## src/rtl/mdl_bubble_pkg.sv

```systemverilog
// Shared definitions for the 005297 bubble access path: sequencer states,
// rotation-ring slot of the rotation tick and default page/timing constants.
package mdl_bubble_pkg;

    typedef enum logic [2:0] {
        IDLE   = 3'd0,
        SPINUP = 3'd1,
        SEEK   = 3'd2,
        XFER   = 3'd3,
        SWAP   = 3'd4,
        STOP   = 3'd5
    } state_e;

    localparam int RTICK_SLOT      = 19;
    localparam int BITCNT_W        = 10;
    localparam int DEF_PAGE_BITS   = 584;
    localparam int DEF_SPINUP_CYC  = 4;
    localparam int DEF_TIMEOUT_CYC = 12000;
    localparam int DEF_CNT_W       = 14;

    // A rotation cycle ends on an enabled edge while the last ring slot is active.
    function automatic logic rtick_of(input logic [19:0] rot_n, input logic en);
        return en & ~rot_n[RTICK_SLOT];
    endfunction

endpackage

```

## src/rtl/mdl_rotcntr.sv

```systemverilog
// Saturating rotation-cycle counter: clears on access accept, counts RTICKs,
// and flags the terminal count both one tick ahead and once reached.
module mdl_rotcntr #(
    parameter int CNT_W = 14,
    parameter int TERM  = 12000
) (
    input  logic             clk,
    input  logic             rst_n,
    input  logic             clr,
    input  logic             inc,
    output logic [CNT_W-1:0] cnt,
    output logic             term_next,
    output logic             term_hit
);

    localparam logic [CNT_W-1:0] CNT_MAX = {CNT_W{1'b1}};
    localparam logic [CNT_W-1:0] TERM_V  = CNT_W'(TERM);
    localparam logic [CNT_W-1:0] TERM_M1 = CNT_W'(TERM - 1);
    localparam logic [CNT_W-1:0] ONE_V   = {{(CNT_W-1){1'b0}}, 1'b1};

    logic [CNT_W-1:0] cnt_r;

    // counter register; holds at all-ones instead of wrapping
    always_ff @(posedge clk) begin
        if (!rst_n) begin
            cnt_r <= {CNT_W{1'b0}};
        end else if (clr) begin
            cnt_r <= {CNT_W{1'b0}};
        end else if (inc && (cnt_r != CNT_MAX)) begin
            cnt_r <= cnt_r + ONE_V;
        end else begin
            cnt_r <= cnt_r;
        end
    end

    assign cnt       = cnt_r;
    assign term_next = inc && (cnt_r == TERM_M1);
    assign term_hit  = (cnt_r >= TERM_V);

endmodule

```

## src/rtl/mdl_accseq.sv

```systemverilog
// Bubble access sequencer: walks one page access through spin-up, seek,
// transfer, swap (writes) and stop, driving the trigger-logic control levels.
module mdl_accseq
    import mdl_bubble_pkg::*;
#(
    parameter int SPINUP_CYC  = DEF_SPINUP_CYC,
    parameter int PAGE_BITS   = DEF_PAGE_BITS,
    parameter int TIMEOUT_CYC = DEF_TIMEOUT_CYC,
    parameter int CNT_W       = DEF_CNT_W
) (
    input  logic                i_MCLK,
    input  logic                i_SYS_RST_n,
    input  logic                i_CLK2M_PCEN_n,
    input  logic [19:0]         i_ROT20_n,
    input  logic                i_REQ,
    input  logic                i_WR,
    input  logic                i_ABORT,
    input  logic                i_ACQ_START,
    input  logic                i_SWAP_START,
    input  logic                i_ACC_END,
    output logic                o_ACK,
    output logic                o_ROT_EN,
    output logic                o_UMODE_n,
    output logic                o_HALT,
    output logic                o_BDI_EN,
    output logic                o_SWAP_GATE,
    output logic                o_ACC_INVAL_n,
    output logic                o_CYCLECNTR_LSB,
    output logic [BITCNT_W-1:0] o_BITCNT,
    output logic                o_DONE,
    output logic                o_ERR
);

    localparam logic [BITCNT_W-1:0] LAST_BIT = BITCNT_W'(PAGE_BITS - 1);
    localparam logic [BITCNT_W-1:0] BIT_ONE  = {{(BITCNT_W-1){1'b0}}, 1'b1};
    localparam logic [CNT_W-1:0]    SPIN_M1  = CNT_W'(SPINUP_CYC - 1);

    state_e              state_r, state_s;
    logic                wr_r, wr_s;
    logic                ack_r, ack_s;
    logic                rot_en_r, rot_en_s;
    logic                umode_n_r, umode_n_s;
    logic                halt_r, halt_s;
    logic                bdi_en_r, bdi_en_s;
    logic                swap_gate_r, swap_gate_s;
    logic                inval_n_r, inval_n_s;
    logic [BITCNT_W-1:0] bitcnt_r, bitcnt_s;
    logic                done_r, done_s;
    logic                err_r, err_s;

    logic                en_s, rtick_s, cnt_clr_s, cnt_inc_s;
    logic                term_next_s, term_hit_s, spin_done_s, abort_s;
    logic [CNT_W-1:0]    cnt_s;
    logic                rot_unused_s;

    assign en_s         = ~i_CLK2M_PCEN_n;
    assign rtick_s      = rtick_of(i_ROT20_n, en_s);
    assign rot_unused_s = ^i_ROT20_n[18:0];

    assign cnt_clr_s = en_s && (state_r == IDLE) && i_REQ;
    assign cnt_inc_s = rtick_s && (state_r != IDLE);

    mdl_rotcntr #(
        .CNT_W (CNT_W),
        .TERM  (TIMEOUT_CYC)
    ) u_rotcntr (
        .clk       (i_MCLK),
        .rst_n     (i_SYS_RST_n),
        .clr       (cnt_clr_s),
        .inc       (cnt_inc_s),
        .cnt       (cnt_s),
        .term_next (term_next_s),
        .term_hit  (term_hit_s)
    );

    // Counter is zero at accept, so it counts spin-up RTICKs directly.
    assign spin_done_s = rtick_s && (cnt_s == SPIN_M1);
    assign abort_s     = en_s && (state_r != IDLE) && (state_r != STOP) &&
                         (i_ABORT || term_next_s || term_hit_s);

    // next-state and next-output decode; everything holds between enabled edges
    always_comb begin
        state_s     = state_r;
        wr_s        = wr_r;
        ack_s       = ack_r;
        rot_en_s    = rot_en_r;
        umode_n_s   = umode_n_r;
        halt_s      = halt_r;
        bdi_en_s    = bdi_en_r;
        swap_gate_s = swap_gate_r;
        inval_n_s   = inval_n_r;
        bitcnt_s    = bitcnt_r;
        done_s      = done_r;
        err_s       = err_r;
        if (en_s) begin
            ack_s  = 1'b0;
            done_s = 1'b0;
            if (abort_s) begin
                state_s     = STOP;
                halt_s      = 1'b0;
                bdi_en_s    = 1'b0;
                swap_gate_s = 1'b0;
                inval_n_s   = 1'b0;
                err_s       = 1'b1;
            end else begin
                case (state_r)
                    IDLE: begin
                        if (i_REQ) begin
                            wr_s      = i_WR;
                            ack_s     = 1'b1;
                            err_s     = 1'b0;
                            rot_en_s  = 1'b1;
                            umode_n_s = 1'b0;
                            halt_s    = 1'b1;
                            inval_n_s = 1'b1;
                            state_s   = SPINUP;
                        end else begin
                            state_s = IDLE;
                        end
                    end
                    SPINUP: begin
                        if (spin_done_s) begin
                            halt_s  = 1'b0;
                            state_s = SEEK;
                        end else begin
                            state_s = SPINUP;
                        end
                    end
                    SEEK: begin
                        if (i_ACQ_START) begin
                            bitcnt_s = {BITCNT_W{1'b0}};
                            bdi_en_s = ~wr_r;
                            state_s  = XFER;
                        end else begin
                            state_s = SEEK;
                        end
                    end
                    XFER: begin
                        if (rtick_s && (bitcnt_r == LAST_BIT)) begin
                            bdi_en_s = 1'b0;
                            state_s  = wr_r ? SWAP : STOP;
                        end else if (rtick_s) begin
                            bitcnt_s = bitcnt_r + BIT_ONE;
                        end else begin
                            state_s = XFER;
                        end
                    end
                    SWAP: begin
                        // gate covers one full rotation, closing on the RTICK after swap start
                        if (swap_gate_r && rtick_s) begin
                            swap_gate_s = 1'b0;
                            state_s     = STOP;
                        end else if (!swap_gate_r && i_SWAP_START) begin
                            swap_gate_s = 1'b1;
                        end else begin
                            state_s = SWAP;
                        end
                    end
                    STOP: begin
                        if (i_ACC_END) begin
                            rot_en_s  = 1'b0;
                            umode_n_s = 1'b1;
                            inval_n_s = 1'b1;
                            done_s    = 1'b1;
                            state_s   = IDLE;
                        end else begin
                            state_s = STOP;
                        end
                    end
                    default: begin
                        state_s     = IDLE;
                        rot_en_s    = 1'b0;
                        umode_n_s   = 1'b1;
                        halt_s      = 1'b0;
                        bdi_en_s    = 1'b0;
                        swap_gate_s = 1'b0;
                        inval_n_s   = 1'b1;
                    end
                endcase
            end
        end else begin
            state_s = state_r;
        end
    end

    // state and output registers; reset is not qualified by the clock enable
    always_ff @(posedge i_MCLK) begin
        if (!i_SYS_RST_n) begin
            state_r     <= IDLE;
            wr_r        <= 1'b0;
            ack_r       <= 1'b0;
            rot_en_r    <= 1'b0;
            umode_n_r   <= 1'b1;
            halt_r      <= 1'b0;
            bdi_en_r    <= 1'b0;
            swap_gate_r <= 1'b0;
            inval_n_r   <= 1'b1;
            bitcnt_r    <= {BITCNT_W{1'b0}};
            done_r      <= 1'b0;
            err_r       <= 1'b0;
        end else begin
            state_r     <= state_s;
            wr_r        <= wr_s;
            ack_r       <= ack_s;
            rot_en_r    <= rot_en_s;
            umode_n_r   <= umode_n_s;
            halt_r      <= halt_s;
            bdi_en_r    <= bdi_en_s;
            swap_gate_r <= swap_gate_s;
            inval_n_r   <= inval_n_s;
            bitcnt_r    <= bitcnt_s;
            done_r      <= done_s;
            err_r       <= err_s;
        end
    end

    assign o_ACK           = ack_r;
    assign o_ROT_EN        = rot_en_r;
    assign o_UMODE_n       = umode_n_r;
    assign o_HALT          = halt_r;
    assign o_BDI_EN        = bdi_en_r;
    assign o_SWAP_GATE     = swap_gate_r;
    assign o_ACC_INVAL_n   = inval_n_r;
    assign o_CYCLECNTR_LSB = cnt_s[0];
    assign o_BITCNT        = bitcnt_r;
    assign o_DONE          = done_r;
    assign o_ERR           = err_r;

endmodule

```

## config.mk

```make
export PLATFORM = sky130hd
export DESIGN_NAME = mdl_accseq
export DESIGN_NICKNAME = d
export VERILOG_FILES = /design/src/rtl/mdl_bubble_pkg.sv /design/src/rtl/mdl_rotcntr.sv /design/src/rtl/mdl_accseq.sv
export SDC_FILE = /design/constraint.sdc
export NUM_CORES = 1
export LEC_CHECK = 0
export ABC_AREA = 1
export CORE_MARGIN = 10
export CORE_UTILIZATION = 30
export DETAILED_ROUTE_END_ITERATION = 8
export SYNTH_ARGS = -nofsm -noshare
export SYNTH_HDL_FRONTEND = slang
export SYNTH_SLANG_ARGS = --single-unit
```

## constraint.sdc

```tcl
create_clock -name i_MCLK -period 2.5 [get_ports i_MCLK]
set_clock_uncertainty 0.05 [all_clocks]
set_input_delay 0.5 -clock i_MCLK [delete_from_list [all_inputs] [get_ports i_MCLK]]
set_output_delay 0.5 -clock i_MCLK [all_outputs]
set_load 0.03 [all_outputs]
```

# --- Word level (Yosys, flattened, before mapping) ---
# Index checks and enable logic that the tools add are counted.
totals:
  ff_bits: 37
  latch_bits: 0
  ram_bits: 0
  mem_bits_ro: 0
  output_inout_bits: 20
  n_memories: 0
classes:
  addsub: 2
  mul: 0
  div_mod_pow: 0
  order_cmp: 1
  n_eq_ne: 27
  shift: 0
  n_mux: 42
  bitwise_logic: 7
  n_reduce_logical: 34
ops:
  columns: ["operator", "n"]
  rows:
  - ["$mux W10", 3]
  - ["$mux W1", 24]
  - ["$pmux W10 S2", 1]
  - ["$mux W3", 6]
  - ["$ne A3 B3 Y1 const B", 6]
  - ["$pmux W3 S6", 1]
  - ["$reduce_and A4 Y1", 4]
  - ["$pmux W1 S3", 5]
  - ["$add A14 B1 Y14 const B", 1]
  - ["$eq A14 B14 Y1 const B", 1]
  - ["$eq A14 B2 Y1 const B", 1]
  - ["$ge A14 B14 Y1 const B", 1]
  - ["$ne A14 B14 Y1 const B", 1]
  - ["$logic_and A1 B1 Y1", 12]
  - ["$ne A4 B4 Y1 const B", 3]
  - ["$reduce_or A4 Y1", 3]
  - ["$add A10 B1 Y10 const B", 1]
  - ["$eq A10 B10 Y1 const B", 1]
  - ["$ne A2 B2 Y1 const B", 5]
  - ["$reduce_and A3 Y1", 3]
  - ["$ne A2 B1 Y1 const B", 4]
  - ["$eq A3 B2 Y1 const B", 2]
  - ["$eq A3 B3 Y1 const B", 2]
  - ["$not A1 Y1", 6]
  - ["other kinds (13)", 16]

# --- Logic depth before layout (Yosys ltp) ---
depth:
  word_depth: 9
  depth_mapped: 14
  depth_no_buf: 13

# --- Hierarchy ---
# A second synthesis with hierarchy kept.
hier_totals:
  cells_unflattened: 393
  area_unflattened_um2: 2426.1
modules_own_cells:
  columns: ["mod", "n_inst", "cells_each", "area_per_inst_um2", "seq_area_each_um2"]
  rows:
  - ["mdl_accseq", 1, 254, 1582.8, 460.4]
  - ["mdl_rotcntr", 1, 139, 843.3, 280.3]

# --- Worst setup path before layout ---
# Ideal clock, no wire load.
synth_path:
  kind: "register to register"
  start: "reg u_rotcntr.cnt_r[0], in the netlist u_rotcntr.cnt[0]"
  end: "reg bitcnt_r[7], in the netlist o_BITCNT[7]"
  setup_ns: 0.132
  arrival_time_ns: 1.705
  required_ns: 2.318
  path_slack_ns: 0.612
  path_stages_with_launch: 13
  n_path_buf: 2
  path_cell_list: "dfxtp_1 ha_1 nand2_1 inv_1 nand2_1 nor2_1 nand3_1 nand2_1 nand2_2 buf_6 buf_4 nand4_1 a21oi_1"
synth_via:
  elab_chain_len: 7
synth_lines:
  columns: ["item", "line_no", "source"]
  rows:
  - ["from (decl)", "mdl_rotcntr.sv:21", "logic [CNT_W-1:0] cnt_r;"]
  - ["from (signal assigned)", "mdl_rotcntr.sv:26", "cnt_r <= {CNT_W{1'b0}};"]
  - ["from (signal assigned)", "mdl_rotcntr.sv:28", "cnt_r <= {CNT_W{1'b0}};"]
  - ["from (signal assigned)", "mdl_rotcntr.sv:30", "cnt_r <= cnt_r + ONE_V;"]
  - ["branches (longest 3 deep; another with $ge A14 B14 Y1)", null, null]
  - ["$logic_or A1 B1 Y1 (*)", "mdl_accseq.sv:79", "(i_ABORT || term_next_s || term_hit_s);"]
  - ["$logic_and A1 B1 Y1 (*)", "mdl_accseq.sv:78", "assign abort_s = en_s && (state_r != IDLE) && (state_r != STOP) &&"]
  - ["$not A1 Y1 (no source line) (*)", null, null]
  - ["$reduce_and A6 Y1 (no source line) (*)", null, null]
  - ["to (signal assigned)", "mdl_accseq.sv:198", "bitcnt_r <= {BITCNT_W{1'b0}};"]
  - ["to (signal assigned)", "mdl_accseq.sv:211", "bitcnt_r <= bitcnt_s;"]
  - ["to (decl)", "mdl_accseq.sv:47", "logic [BITCNT_W-1:0] bitcnt_r, bitcnt_s;"]
# Every way passes the cells marked *.
# A chain may end at the register's enable or synchronous reset.

# --- Final worst setup path ---
layout_path:
  start: "in i_CLK2M_PCEN_n"
  end: "reg state_r[2]"
layout_via:
  elab_chain_len: 9
layout_lines:
  columns: ["item", "line_no", "source"]
  rows:
  - ["from (decl)", "mdl_accseq.sv:13", "input logic i_CLK2M_PCEN_n,"]
  - ["$not A1 Y1 (no source line) (*)", null, null]
  - ["$and A1 B1 Y1", "mdl_bubble_pkg.sv:23", "return en & ~rot_n[RTICK_SLOT];"]
  - ["$logic_and A1 B1 Y1", "mdl_accseq.sv:61", "assign cnt_inc_s = rtick_s && (state_r != IDLE);"]
  - ["$logic_and A1 B1 Y1", "mdl_rotcntr.sv:37", "assign term_next = inc && (cnt_r == TERM_M1);"]
  - ["$logic_or A1 B1 Y1 (2 in a row)", "mdl_accseq.sv:79", null]
  - ["$logic_and A1 B1 Y1", "mdl_accseq.sv:78", null]
  - ["$ne A4 B4 Y1 (no source line)", null, null]
  - ["$reduce_and A3 Y1 (no source line)", null, null]
  - ["to (signal assigned)", "mdl_accseq.sv:202", "state_r <= state_s;"]
  - ["to (decl)", "mdl_accseq.sv:38", "state_e state_r, state_s;"]
# Mark *: on every way between the ends. The rest lies on a longest branch, timed or not.

==> results.ini <==
[run_status]
status=finished, final reports clean

[min_path]
min-delay-path-class=flop to flop
hp-start=o_ROT_EN$_SDFFE_PN0P_
worstHoldEndpoint=o_ROT_EN$_SDFFE_PN0P_
holdPathStages=2

[clock_tree]
cts.clk_slew.worst_paths_ns=0.08
htreeDepth=2
clk_path_buf_depth=2
clk-insertion-delay-late_ns=0.30
cts_resized=0
ctsHoldBuffers=0
cts-root-buf=clkbuf_8
postCtsSetupBuffers=0
cts_sinks=37
cts_tree=yes
cts_buffers=5

[worst_setup_path]
worstSetupStartpointType=input pin
cp_max_fo=8
worstPathRequired_ns=2.69
critPathSlowestCell=clkdlybuf4s50_1
cp_top_family=simple AND/OR/NAND/NOR gates
critical_path_class=input pin to flop
rr_endpoint=state_r[2]$_SDFFE_PN0P_
rr_worst_depth=14
r2r_slack_ns=0.45
critPathBufInv=4
slowest_delay_ns=0.50
crit_arrival_ns=2.29
end_kind=flop
crit_chain=clkdlybuf4s50_1, nor2_4, inv_4, nor2_4, nand3_1, nand2_1, nand2_2, buf_4, nand3_2, inv_2, nor2_2, nor2_1, nor2_1
timing.rr.start=u_rotcntr.cnt[0]$_SDFFE_PP0P_

[grt]
grt_use_total=0.103
antenna_found_initial=0
grt_first_pass_wirelength_mm=9.65
grt_max_degree=14
grt_pass1_vias=2127
overflow=0

[logic_synthesis]
ys_seq_area_frac=0.328
syn_area_um2=2260
synth.ff_latch_count=37
synth_edf_count=0
syn_nets=379
netlist_instances=347
syn_area_per_cell_um2=6.52
async_reset_ff_frac=0
synth_cell_type_count=36
yosys_most_used_dff=dfxtp_1
yosysWarnings=0

[route]
via_count=2223
drcViolationCount=0
ant_nets=0
wire_per_inst_um=11.9
dr.pass1.iters=4
drt_iter0_drc=88
viasPerCell=4.56
routed_wl_mm=5.82

[floorplan]
coreArea_um2=7290
ios=49
dieArea_um2=11400
die_h_um=107
die_w_um=107
start_util=0.310
num_rows=31

[power]
clock_power_share=0.370
p_seq_frac=0.444
finalPower_mw=1.42
p_comb_frac=0.186
switching_power_uw=411
power_density_nw_per_um2=504
power_leakage_nw=1.09
internal_power_mw=1.01
ir_drop_v=0.000249
switching_share=0.289

[timing]
fmax_mhz=474
final.setup.worst_slack_ns=0.392
hold-worst-slack_ns=0.426
timing.final.crit_share=0.843
maxSlewHeadroom=0.690
layout_min_cycle_time_ns=2.11
maxSlewViolCount=0
worst_pin_slew_ns=0.461
finalHoldViolations=0
tns_ns=0
setup_viol=0
rsz0062_at_grt=no

[final_layout]
finish.net_count=419
fin_util=0.387
finalNonFillerCells=487
stdcell_area_um2=2820
final_cell_mix=75 x nand2_1, 57 x nor2_1, 37 x inv_1, 37 x dfxtp_1, 29 x clkdlybuf4s50_1
insertedDiodeCount=0
final_common_cell=nand2_1
drive_gt1_frac=0.124
area_growth_syn_to_layout_pct=24.9

[run]
maxCapViolations=0

[place]
finalWeightedCongestion=0.935
io_buffer_count=29
dp_hpwl_mm=4.55
dp.cells=479
dp_slack_ns=0.0897
place_area_um2=2710

==> metal layers <==
layer  wire [um]  share of wire  up-vias  GRT usage
met1        2850           0.49      985      0.132
met5           0              0        -          0
met3         277          0.048        5     0.0257
met2        2620           0.45       37      0.159
li1            -              -     1196          -
met4          77          0.013        0     0.0426
==> power groups by stage <==
stage                     Clock [mW]  Sequential, mW  Combinational, mW
final                          0.527           0.631              0.264
after global placement             0           0.645              0.262
after CTS                      0.546           0.631              0.264
after floorplan                    0           0.663              0.153
after global routing           0.560           0.635              0.292
after detailed placement           0           0.645              0.263
==> worst max path at each step <==
stage	start	endpoint	depth (start not counted)
global route	u_rotcntr.cnt[0]$_SDFFE_PP0P_	state_r[0]$_SDFFE_PN0P_	14
floorplan	u_rotcntr.cnt[0]$_SDFFE_PP0P_	o_BITCNT[7]$_SDFFE_PN0P_	12
global placement	i_CLK2M_PCEN_n	state_r[2]$_SDFFE_PN0P_	13
finish	i_CLK2M_PCEN_n	state_r[2]$_SDFFE_PN0P_	13
detailed placement	i_CLK2M_PCEN_n	state_r[2]$_SDFFE_PN0P_	13
CTS	i_CLK2M_PCEN_n	state_r[2]$_SDFFE_PN0P_	13
==> sequential cells by signal, summed over array words and instances, names as in the netlist <==
| register | flops |
|---|---|
| o_BDI_EN | 1 |
| o_ACC_INVAL_n | 1 |
| u_rotcntr.cnt | 14 |
| o_ERR | 1 |
| o_ACK | 1 |
| o_UMODE_n | 1 |
| o_ROT_EN | 1 |
| o_BITCNT | 10 |
| wr_r | 1 |
| o_SWAP_GATE | 1 |
| o_DONE | 1 |
| state_r | 3 |
| o_HALT | 1 |
==> worst reg2reg max path: cells and delay by family, from the launching register on <==
kind / cells / cell delay (ns)
AND/OR/NAND/NOR: 10 / 1.01
flip-flops: 1 / 0.39
buffers and inverters: 3 / 0.30
adder cells (fa/ha/maj): 1 / 0.24
==> cells by family after synthesis <==
logic type | after synthesis | synth area share
AOI/OAI and AO/OA | 43 | 0.112
adders and majority gates | 3 | 0.0166
xor gates and xnor gates | 9 | 0.0349
and+or+nand+nor | 198 | 0.402
DFF | 37 | 0.328
buffers and inverters | 57 | 0.107
==> synthesized netlist by cell type (4+ instances only) <==
cell / count / area (um2)
inv_1: 37 / 139
inv_2: 8 / 30.0
o21ai_0: 7 / 35.0
nand2_2: 5 / 31.3
nand2_1: 75 / 282
a21oi_1: 25 / 125
nor2_1: 57 / 214
nand3_1: 21 / 105
xor2_1: 8 / 70.1
dfxtp_1: 37 / 741
nor3_1: 8 / 40.0
nor3b_1: 4 / 30.0
nand4_1: 14 / 87.6
==> cell type report <==
| cell class | instances | area [um2] |
|---|---|---|
| clock inverter | 2 | 38.8 |
| multi-input combinational | 253 | 1280 |
| tap | 99 | 124 |
| fill | 786 | 4470 |
| inverter | 48 | 183 |
| sequential | 37 | 741 |
| timing repair buffer | 42 | 388 |
| clock buffer | 6 | 72.6 |
No activity file was read; power rests on OpenSTA's default activity.
